<file path="src/rtl/mips_mem_arbiter.sv">
// Purpose : shares one memory port between the instruction-fetch and load/store
//           paths; data has priority, fetch starvation bounded by a streak counter.
// Latency : ack 1 + N cycles after request is sampled in IDLE (N = waitrequest cycles),
//           one dead IDLE cycle always separates accesses.
// Backpressure: requesters hold req until their ack; mem_* held stable while
//           mem_waitrequest is high.
// Ports:
//   clk, reset          - clock, async active-low reset
//   i_req/i_addr        - fetch request in;  i_ack/i_readdata - fetch completion out
//   d_req/d_write/d_addr/d_writedata/d_byteenable - data request in
//   d_ack/d_readdata    - data completion out
//   mem_*               - unified memory port; mem_waitrequest stalls the access
//   grant               - debug owner: 00 none, 01 instruction, 10 data
module mips_mem_arbiter #(
  parameter int MAX_DATA_STREAK = 4,
  parameter int STREAK_W        = 3
) (
  input  logic        clk,
  input  logic        reset,
  input  logic        i_req,
  input  logic [31:0] i_addr,
  output logic        i_ack,
  output logic [31:0] i_readdata,
  input  logic        d_req,
  input  logic        d_write,
  input  logic [31:0] d_addr,
  input  logic [31:0] d_writedata,
  input  logic [3:0]  d_byteenable,
  output logic        d_ack,
  output logic [31:0] d_readdata,
  output logic [31:0] mem_address,
  output logic        mem_read,
  output logic        mem_write,
  output logic [31:0] mem_writedata,
  output logic [3:0]  mem_byteenable,
  input  logic        mem_waitrequest,
  input  logic [31:0] mem_readdata,
  output logic [1:0]  grant
);

  typedef enum logic [1:0] {
    IDLE   = 2'd0,
    BUSY_I = 2'd1,
    BUSY_D = 2'd2
  } state_t;

  localparam logic [STREAK_W-1:0] STREAK_MAX = STREAK_W'(MAX_DATA_STREAK);

  state_t              state, state_nxt;
  logic [STREAK_W-1:0] streak, streak_nxt;

  always_ff @(posedge clk or negedge reset) begin
    if (!reset) begin
      state  <= IDLE;
      streak <= '0;
    end else begin
      state  <= state_nxt;
      streak <= streak_nxt;
    end
  end

  // All outputs are decoded from the current state only; since reset forces
  // IDLE asynchronously, every output falls to 0 the moment reset asserts.
  always_comb begin
    state_nxt      = state;
    streak_nxt     = streak;
    i_ack          = 1'b0;
    i_readdata     = 32'h0;
    d_ack          = 1'b0;
    d_readdata     = 32'h0;
    mem_address    = 32'h0;
    mem_read       = 1'b0;
    mem_write      = 1'b0;
    mem_writedata  = 32'h0;
    mem_byteenable = 4'h0;
    grant          = 2'b00;

    case (state)
      IDLE: begin
        // Streak only counts data grants taken while a fetch was waiting.
        if (!i_req) begin
          streak_nxt = '0;
        end
        if (d_req && (!i_req || (streak < STREAK_MAX))) begin
          state_nxt = BUSY_D;
        end else if (i_req) begin
          state_nxt = BUSY_I;
        end
      end

      BUSY_I: begin
        mem_address    = i_addr;
        mem_read       = 1'b1;
        mem_byteenable = 4'hF;
        grant          = 2'b01;
        if (!mem_waitrequest) begin
          i_ack      = 1'b1;
          i_readdata = mem_readdata;
          state_nxt  = IDLE;
          streak_nxt = '0;
        end
      end

      BUSY_D: begin
        mem_address    = d_addr;
        mem_read       = !d_write;
        mem_write      = d_write;
        mem_writedata  = d_writedata;
        mem_byteenable = d_byteenable;
        grant          = 2'b10;
        if (!mem_waitrequest) begin
          d_ack      = 1'b1;
          d_readdata = mem_readdata;
          state_nxt  = IDLE;
          if (i_req && (streak < STREAK_MAX)) begin
            streak_nxt = streak + STREAK_W'(1);
          end
        end
      end

      default: begin
        state_nxt = IDLE;
      end
    endcase
  end

endmodule

</file>
<file path="config.mk">
export PLATFORM = sky130hd
export DESIGN_NAME = mips_mem_arbiter
export DESIGN_NICKNAME = d
export VERILOG_FILES = /design/src/rtl/mips_mem_arbiter.sv
export SDC_FILE = /design/constraint.sdc
export NUM_CORES = 1
export LEC_CHECK = 0
export BUFFER_PORTS_ARGS = -buffer_cell sky130_fd_sc_hd__buf_2
export CORE_AREA = 4 4 106 108
export DETAILED_ROUTE_END_ITERATION = 8
export DIE_AREA = 0 0 110 112
export SETUP_SLACK_MARGIN = 0.15
export SLEW_MARGIN = 20
export SYNTH_ARGS = -nofsm -noshare
export SYNTH_HDL_FRONTEND = slang
export SYNTH_SLANG_ARGS = --single-unit
</file>
<file path="constraint.sdc">
create_clock -name clk -period 3.4 [get_ports clk]
set_input_delay 0.17 -clock clk [delete_from_list [all_inputs] [get_ports clk]]
set_output_delay 0.17 -clock clk [all_outputs]
set_load 0.1 [all_outputs]
</file>
* Word level (Yosys, flattened, before mapping)
Cells that the tools add are included.
** Word-level totals
- RAM bits :: 0
- Memories kept :: 0
- Latch bits :: 0
- Input port bits :: 138
- Word-level logic and storage cells :: 43
- Output and inout port bits :: 138
- Bits in registers :: 5
- Memory bits (read-only) :: 0
** Operators by class
- Div/mod/pow operators :: 0
- Add/sub/neg operators :: 1
- Reductions and logical operators :: 10
- Bitwise gates (word level) :: 0
- $mul :: 0
- Shift operators :: 0
- Equality and inequality tests :: 8
- Multiplexer cells :: 21
- Magnitude comparators :: 1
** Operator list (number)
- $mux 32 :: 4
- $pmux 32 s2 :: 1
- $mux 3 :: 4
- $ne 2x2->1 const B :: 5
- $pmux 3 s3 :: 1
- $pmux 2 s2 :: 2
- $pmux 4 s2 :: 1
- $mux 2 :: 3
- $reduce_and 5->1 :: 1
- $mux 1 :: 4
- $add 3x1->3 const B :: 1
- $lt 3x3->1 const B :: 1
- $ne 3x3->1 const B :: 1
- $reduce_bool 3->1 :: 1
- $eq 2x1->1 const B :: 1
- $eq 2x2->1 const B :: 1
- $logic_and 1x1->1 :: 2
- $logic_not 1->1 :: 2
- $logic_not 2->1 :: 1
- $pmux 1 s2 :: 1
- $reduce_and 2->1 :: 1
- $reduce_or 2->1 :: 1
- $logic_or 1x1->1 :: 1

* Longest topological paths before layout
Gate-level depths: netlist of run 1.
- Depth after elaboration :: 5
- Depth in mapped cells :: 7

* Worst setup path after synthesis of run 1
No wires, ideal clock.
- Path kind :: register to output
- Start point :: register state[0]
- End point :: output mem_address[0]
- Data required time :: 3.230 ns
- Path buffers :: 2
- Data arrival time :: 3.218 ns
- Path slack :: 0.012 ns
- Stages on the path, launching flop included :: 7
- Path through :: dfrtp_1 > inv_1 > ha_1 > buf_6 > buf_2 > a22oi_1 > nor2b_1
** Between the ends
- Cells in the longest elaborated chain, start to end :: 2
- Elaborated cells between the ends (all ways) :: 3
- Classes of those cells :: 2 x eq/ne; 1 x mux
** Ends and longest elaborated chain
- start, declared :: RTL line 49 : state_t state, state_nxt;
- start signal, assigned :: RTL line 57 : state <= state_nxt;
- $eq 2x2->1 / $eq 2x1->1 (equally long branches) :: RTL line 78 : case (state)
- $pmux 32 s2 (*) :: RTL line 78
- end, declared :: RTL line 31 : output logic [31:0] mem_address,
Every way passes the cells marked *; elsewhere a longest branch is shown, timed or not.

* Worst setup path in the final report of run 1
- Start point :: register state[0]
- End point :: output mem_address[28]
Same word-level chain as after synthesis.

==> run metrics, run 1 <==
Cell Area, Synth=0.00164 mm^2; Fillers=1018; I/O pin total=276; min-delay worst type=input pin to register; Avg Cell Area, Syn=6.93 um^2; antenna violations before repair=0; CTS tree=done; Max Cap Viol=0; routed wire length=9090 um; Worst-Skew Late Latency=0.22 ns; max-slew violation count=0; DRC=0; RR Startpoint=state[0]; TritonCTS Sinks=5; die height=112 um; Min Clock Period, post-route=2.49 ns; first-pass GRT wire length=13500 um; hold endpoint=state[1]; CP startpoint=state[0]; hold_sp=i_req; Slew HR=37.9%; grt total ovfl=0; wire per inst=14.3 um; layout net count=645; fmax=0.402 GHz; clock tree root buffer cell=clkbuf_8; Hold Path Cell Cnt=3; via count=2614; Initial Util=16.1%; Layout area overhead=155%; final worst path period share=73.2%; vias in the first global route=2665; H-tree levels=1; die width=110 um; largest net degree at the start of global routing=39; Clock Path Buffers=2; Worst EP required=3.23 ns; critical path arrival=2.32 ns; Core Footprint=0.0102 mm^2; Final setup viols=0; Yosys cell types=26; ANT nets after route=0; syn_nets=382; fraction of layout cells with a size suffix above 1=63.3%; setup tns final=0 ns; Max FO, Critical Path=38; RSZ-0062 raised after global routing=false; flops & latches, synth=5; I/O Buffers=275; DR iter-0 viols=91; Worst Reg-to-Reg Cells=6; Mapped Cells=237; Synth Warn #=0; DIE AREA=0.0123 mm^2; sequential-to-total area share from yosys stat=7.62%; critical path launch point type=register; hpwl dp=7930 um; num rows=37; Setup crit end kind=primary output; post-CTS sizing=0; Final GP Congestion=0.793; CTS clk-pin slew, worst paths=0.04 ns; CTS buffer count=3; total global-route track usage=13.4%; DR vias/cell=4.12; # diodes=0; Worst-Margin Slew=0.927 ns; drt first pass iters=4; status=completed; clock skew=0.00106 ns; RR Endpoint=state[0]; final hold viol count=0; R2R setup slack=1.26 ns; CP Class=register to primary output
==> cell usage after synthesis <==
library cell / count / area share [%]
a21boi_0: 1 / 0.46
a21oi_1: 6 / 1.8
a22oi_1: 32 / 15
and2_1: 97 / 37
buf_2: 13 / 4.0
buf_4: 1 / 0.46
buf_6: 2 / 1.4
clkbuf_1: 6 / 1.4
dfrtp_1: 5 / 7.6
ha_1: 7 / 5.3
inv_1: 5 / 1.1
inv_2: 1 / 0.23
mux2_4: 1 / 0.91
mux2i_1: 2 / 1.2
nand2_1: 5 / 1.1
nand3_2: 1 / 0.61
nand3b_1: 1 / 0.46
nor2_1: 1 / 0.23
nor2b_1: 40 / 15
nor2b_2: 1 / 0.53
o21a_1: 1 / 0.46
o21ai_1: 1 / 0.30
o21ai_2: 3 / 1.6
o22ai_1: 1 / 0.38
o2bb2ai_1: 2 / 1.1
o31a_1: 1 / 0.53
==> cells in the final DEF, fill, tap and decap left out <==
| cell type | n |
|---|---|
| nor2b_2 | 28 |
| o21ai_2 | 3 |
| inv_2 | 1 |
| and2_1 | 97 |
| a22oi_1 | 32 |
| a21boi_0 | 1 |
| mux2i_1 | 2 |
| nor2_1 | 1 |
| nand3b_1 | 1 |
| dlygate4sd3_1 | 1 |
| buf_2 | 211 |
| buf_4 | 4 |
| dfrtp_1 | 5 |
| o31a_1 | 1 |
| o21ai_1 | 1 |
| mux2_4 | 1 |
| inv_1 | 5 |
| nand3_2 | 1 |
| clkbuf_8 | 3 |
| clkbuf_1 | 1 |
| nor2b_1 | 13 |
| o21a_1 | 1 |
| o22ai_1 | 1 |
| nand2_1 | 5 |
| o2bb2ai_1 | 2 |
| a21oi_1 | 6 |
| buf_12 | 64 |
| ha_1 | 7 |
==> cell type report <==
| cell class | instances | area [um^2] | share of cell area [%] |
|---|---|---|---|
| Clock buffer | 4 | 45.0 | 1.08 |
| Inverter | 6 | 22.5 | 0.538 |
| Multi-Input combinational cell | 204 | 1450 | 34.5 |
| Sequential cell | 5 | 125 | 2.99 |
| Tap cell | 136 | 170 | 4.07 |
| Timing Repair Buffer | 280 | 2380 | 56.8 |
==> kinds of logic (layout without fill, tap and decap cells) <==
group / Yosys count / in the layout / synth area share (%)
AND/OR/NAND/NOR: 146 / 146 / 55.1
adder cells (fa/ha/maj): 7 / 7 / 5.33
multiplexers: 3 / 3 / 2.13
flip-flops: 5 / 5 / 7.62
buffers and inverters: 28 / 290 / 8.53
AO/OA/AOI/OAI: 48 / 48 / 21.2
==> worst max-delay path by stage <==
stage | endpoint | slack [ns] | depth (start not counted)
after CTS | mem_address[28] | 0.83 | 4
after global placement | mem_address[28] | 1.14 | 4
after detailed placement | mem_address[28] | 1.06 | 4
after floorplan | mem_address[16] | 0.21 | 5
final | mem_address[28] | 0.91 | 4
after global routing | d_readdata[10] | 0.69 | 7
==> repair_timing <==
| action | CTS | global route |
|---|---|---|
| endpoints found under the hold margin | 5 | 0 |
| buffers inserted | 0 | 0 |
| hold buffers | 1 | 0 |
==> worst max-delay path, stage by stage, from the launching register on <==
cell and delay (ns):
dfrtp_1 0.39, inv_1 0.12, ha_1 0.86, nor2b_2 0.28
buf_2 0.44
==> sequential cells by signal, indices dropped and copies added (netlist names) <==
signal and cells:
streak 3, state 2
==> per-stage QoR <==
step           hold WS [ns]  util, %  setup WS, ns  instances  area [um^2]
2_1_floorplan        -0.126        -         0.208        237         1710
4_1_cts               0.289     40.9         0.830        635         4190
3_3_place_gp        -0.0105     40.4          1.14        630         4130
6_report              0.300     40.9         0.912        635         4190
3_5_place_dp      -0.000221     40.4          1.06        630         4130
5_1_grt               0.332     40.9         0.694        635         4190
==> layer usage <==
layer	track usage (%)	share of wire (%)
met4	1.83	0.48
met2	26.1	53
met1	14.8	37
met3	2.72	9.6
met5	0	0
Power of run 1 is left out: the tool's default activity adds up to more than one toggle a clock period on the data nets, which glitch-free logic cannot reach.
==> run 2: changes to the inputs <==
--- a/config.mk
+++ b/config.mk
@@ -5,10 +5,11 @@
 export SDC_FILE = /design/constraint.sdc
 export NUM_CORES = 1
 export LEC_CHECK = 0
+export ABC_AREA = 1
 export BUFFER_PORTS_ARGS = -buffer_cell sky130_fd_sc_hd__buf_2
-export CORE_AREA = 4 4 106 108
+export CORE_AREA = 4 4 105 107
 export DETAILED_ROUTE_END_ITERATION = 8
-export DIE_AREA = 0 0 110 112
+export DIE_AREA = 0 0 109 111
 export SETUP_SLACK_MARGIN = 0.15
 export SLEW_MARGIN = 20
 export SYNTH_ARGS = -nofsm -noshare
==> constraint.sdc (replaced) <==
create_clock -name clk -period 2.17 [get_ports clk]
set_input_delay 0.1085 -clock clk [delete_from_list [all_inputs] [get_ports clk]]
set_output_delay 0.1085 -clock clk [all_outputs]
set_load 0.1 [all_outputs]
==> run 2 against run 1 <==
Net effect:
- count of clock-buffer cells in the layout unchanged
- register-to-register slack worse by 0.58 ns
- highest routed layer unchanged
- flip-flop and latch count unchanged
- synthesized cell count increased by 49%
- area after synthesis decreased by 1.1%
- critical path depth grew 2
- global-route usage is 2.0 points higher
==> run metrics, run 2 <==
routing usage on met3=4.43% (+1.7 points); TritonCTS Sinks=5 (unchanged); top post-synthesis cells by count=nand2_1 (122), inv_1 (74), nor2_1 (70), a21oi_1 (37), nor2_2 (10); fraction of registers with async set/reset=100% (unchanged); DIE AREA=0.0121 mm^2 (-1.8%); area leader, netlist=nand2_1; post-synth top area share=28.2% (-8.8 points); Worst-Skew Late Latency=0.22 ns (about the same); Sw Pwr=6.06 mW; Max Cap Viol=0 (unchanged); Slew HR=65.0% (+27 points); critical path launch point type=register; commonest non-fill, non-tap cell in the layout=buf_2; ranking of synthesized cells by area=nand2_1 (28%), inv_1 (17%), nor2_1 (16%), a21oi_1 (11%), dfrtp_1 (7.7%); CTS clk-pin slew, worst paths=0.04 ns (about the same); clock tree root buffer cell=clkbuf_8; Synth Flop Type=dfrtp_1; logic gate share of total power=96.4%; kind of cell adding the most delay to the critical path=buffers and inverters; Worst-Margin Slew=0.525 ns (-0.403 ns); layout net count=763 (+18%); largest net degree at the start of global routing=39 (unchanged); Crit path largest cell delay=0.42 ns (-0.44 ns); Clock Path Buffers=2 (unchanged); die width=109 um (-0.91%); first-pass GRT wire length=15500 um (+15%); Final setup viols=0 (unchanged); min-delay worst type=input pin to register; VDD IR max=1.08 mV; Min Clock Period, post-route=1.95 ns; CP Buf/Inv Count=4 (+2); DR vias/cell=4.04 (-2.0%); sequential share of power=1.8%; Hold Slack=0.176 ns (-0.124 ns); Avg Cell Area, Syn=4.59 um^2 (-34%); Initial Util=16.0% (-0.026 points); hpwl dp=8790 um (+11%); met1 Track Usage GR=16.1% (+1.2 points); critical path arrival=1.84 ns (-0.48 ns); Worst EP required=2.06 ns (-1.17 ns); status=completed; CTS tree=done; CP cell instances=inv_1 > ha_1 > inv_2 > buf_12 > a21oi_4 > buf_12; syn_nets=499 (+31%); Yosys cell types=17 (-35%); Final GP Congestion=0.835 (+5.4%); GRT met2 Usage=30.3% (+4.2 points); clock skew=0.000180 ns (-0.000881 ns); fraction of layout cells with a size suffix above 1=63.7% (+0.37 points); RSZ-0062 raised after global routing=true; vias in the first global route=3078 (+15%); drt first pass iters=4 (unchanged); total global-route track usage=15.4% (+2.0 points); Mapped Cells=354 (+49%); flops & latches, synth=5 (unchanged); Largest Register=streak; I/O pin total=276 (unchanged); Layout area overhead=273%; H-tree levels=1 (unchanged); Final Power=8.96 mW; sequential-to-total area share from yosys stat=7.70% (+0.082 points); Max FO, Critical Path=33 (-13%); number of flip-flops in the largest register=3 (unchanged); leakage=2.79 nW; Clock Power Share=1.9%; Post-synth EDFFs=0 (unchanged); routed wire length=9790 um (+7.7%); DR iter-0 viols=67 (-26%); wire per inst=13.0 um (-9.2%); ANT nets after route=0 (unchanged); most common cell in the synthesized netlist=nand2_1; PD cells=1480 mW/mm^2; num rows=37 (unchanged); I/O Buffers=275 (unchanged); final worst path period share=89.8%; final hold viol count=0 (unchanged); switching part of the total=67.6%; # diodes=0 (unchanged); grt total ovfl=0 (unchanged); Synth Warn #=0 (unchanged); R2R setup slack=0.68 ns (-0.58 ns); Cell Area, Synth=0.00163 mm^2 (-1.1%); CP dominant cell by count=buf_12; Setup crit end kind=primary output; busiest layer in global routing=met2; fmax=0.513 GHz; via count=3039 (+16%); antenna violations before repair=0 (unchanged); DRC=0 (unchanged); max-slew violation count=0 (unchanged); most frequent cells in the layout=buf_2 (139), buf_12 (137), nand2_1 (122); die height=111 um (-0.89%); Int Pwr=2.91 mW; critical path's slowest cell=dfrtp_1; Core Footprint=0.0101 mm^2 (-0.91%); Top Registers=streak x3, state x2; CTS buffer count=3 (unchanged); CP Class=register to primary output
==> run 2: cell types whose count changed in the layout (fill, tap and decap cells not counted), moves of 5 or more <==
cell,before,now
a21oi_4,0,32
a22oi_1,32,0
and2_1,97,0
buf_12,64,137
buf_2,211,139
inv_1,5,71
nand2_1,5,122
nor2_1,1,9
nor2_2,0,5
nor2_4,0,66
nor2b_1,13,0
nor2b_2,28,0
==> run 2: kinds of logic after synthesis <==
family	after synthesis	share of synthesized area (%)
flip-flops	5	7.70
XOR/XNOR	1	0.539
AO/OA/AOI/OAI	37	11.4
buffers and inverters	98	25.5
AND/OR/NAND/NOR	206	49.5
adder cells (fa/ha/maj)	7	5.39
==> run 2: per-layer routing <==
metal	part of all wire, %	up-vias
met1	33	1333
met5	0	-
met4	1.2	0
met2	55	153
met3	11	10
li1	-	1543
==> run 2: area by class of cell <==
class	instances	area, um^2
clock buffer	4	45.0
inverter	75	289
multi-input combinational	252	1940
timing repair buffer	281	3490
tap	136	170
sequential	5	125
fill	825	4080
==> run 2: worst paths after layout <==
kind | start | end | cells after the start
max in group asynchronous | reset | streak[0] | 2
setup / recovery | state[0] | mem_address[23] | 6
hold / removal | d_req | state[0] | 4
hold reg to reg | streak[1] | streak[1] | 2
min in group asynchronous | reset | streak[1] | 2
setup reg to reg | state[0] | streak[0] | 8
==> run 2: per-stage QoR <==
step	instances	util [%]	setup WS, ns	TNS [ns]	instance area (um^2)
detailed placement	747	59.0	0.185	0	5980
global placement	747	59.0	0.274	0	5980
floorplan	354	-	-0.245	-13.54	2520
finish	753	59.8	0.221	0	6060
global route	753	59.8	0.141	0	6060
CTS	753	59.6	0.0160	0	6050
==> run 2: power groups by stage <==
stage	combinational, mW	sequential (mW)	clock [mW]
after global placement	8.58	0.154	0
after detailed placement	8.67	0.159	0
after CTS	8.69	0.157	0.174
after floorplan	5.86	0.151	0
after global routing	8.94	0.162	0.180
final	8.64	0.157	0.169
==> run 2: worst min-delay path, cell delays in order <==
cell and delay [ns]:
buf_2 0.09, nand2_1 0.05, nand2_1 0.05, a21oi_1 0.05
==> run 2: repair_timing <==
action,in CTS,in global routing
setup buffers,0,0
hold buffers,1,0
gates cloned,1,0
resized for setup,1,5
endpoints found under the setup margin,64,78
hold endpoints to repair,5,0
(Power assumes the default switching activity.)
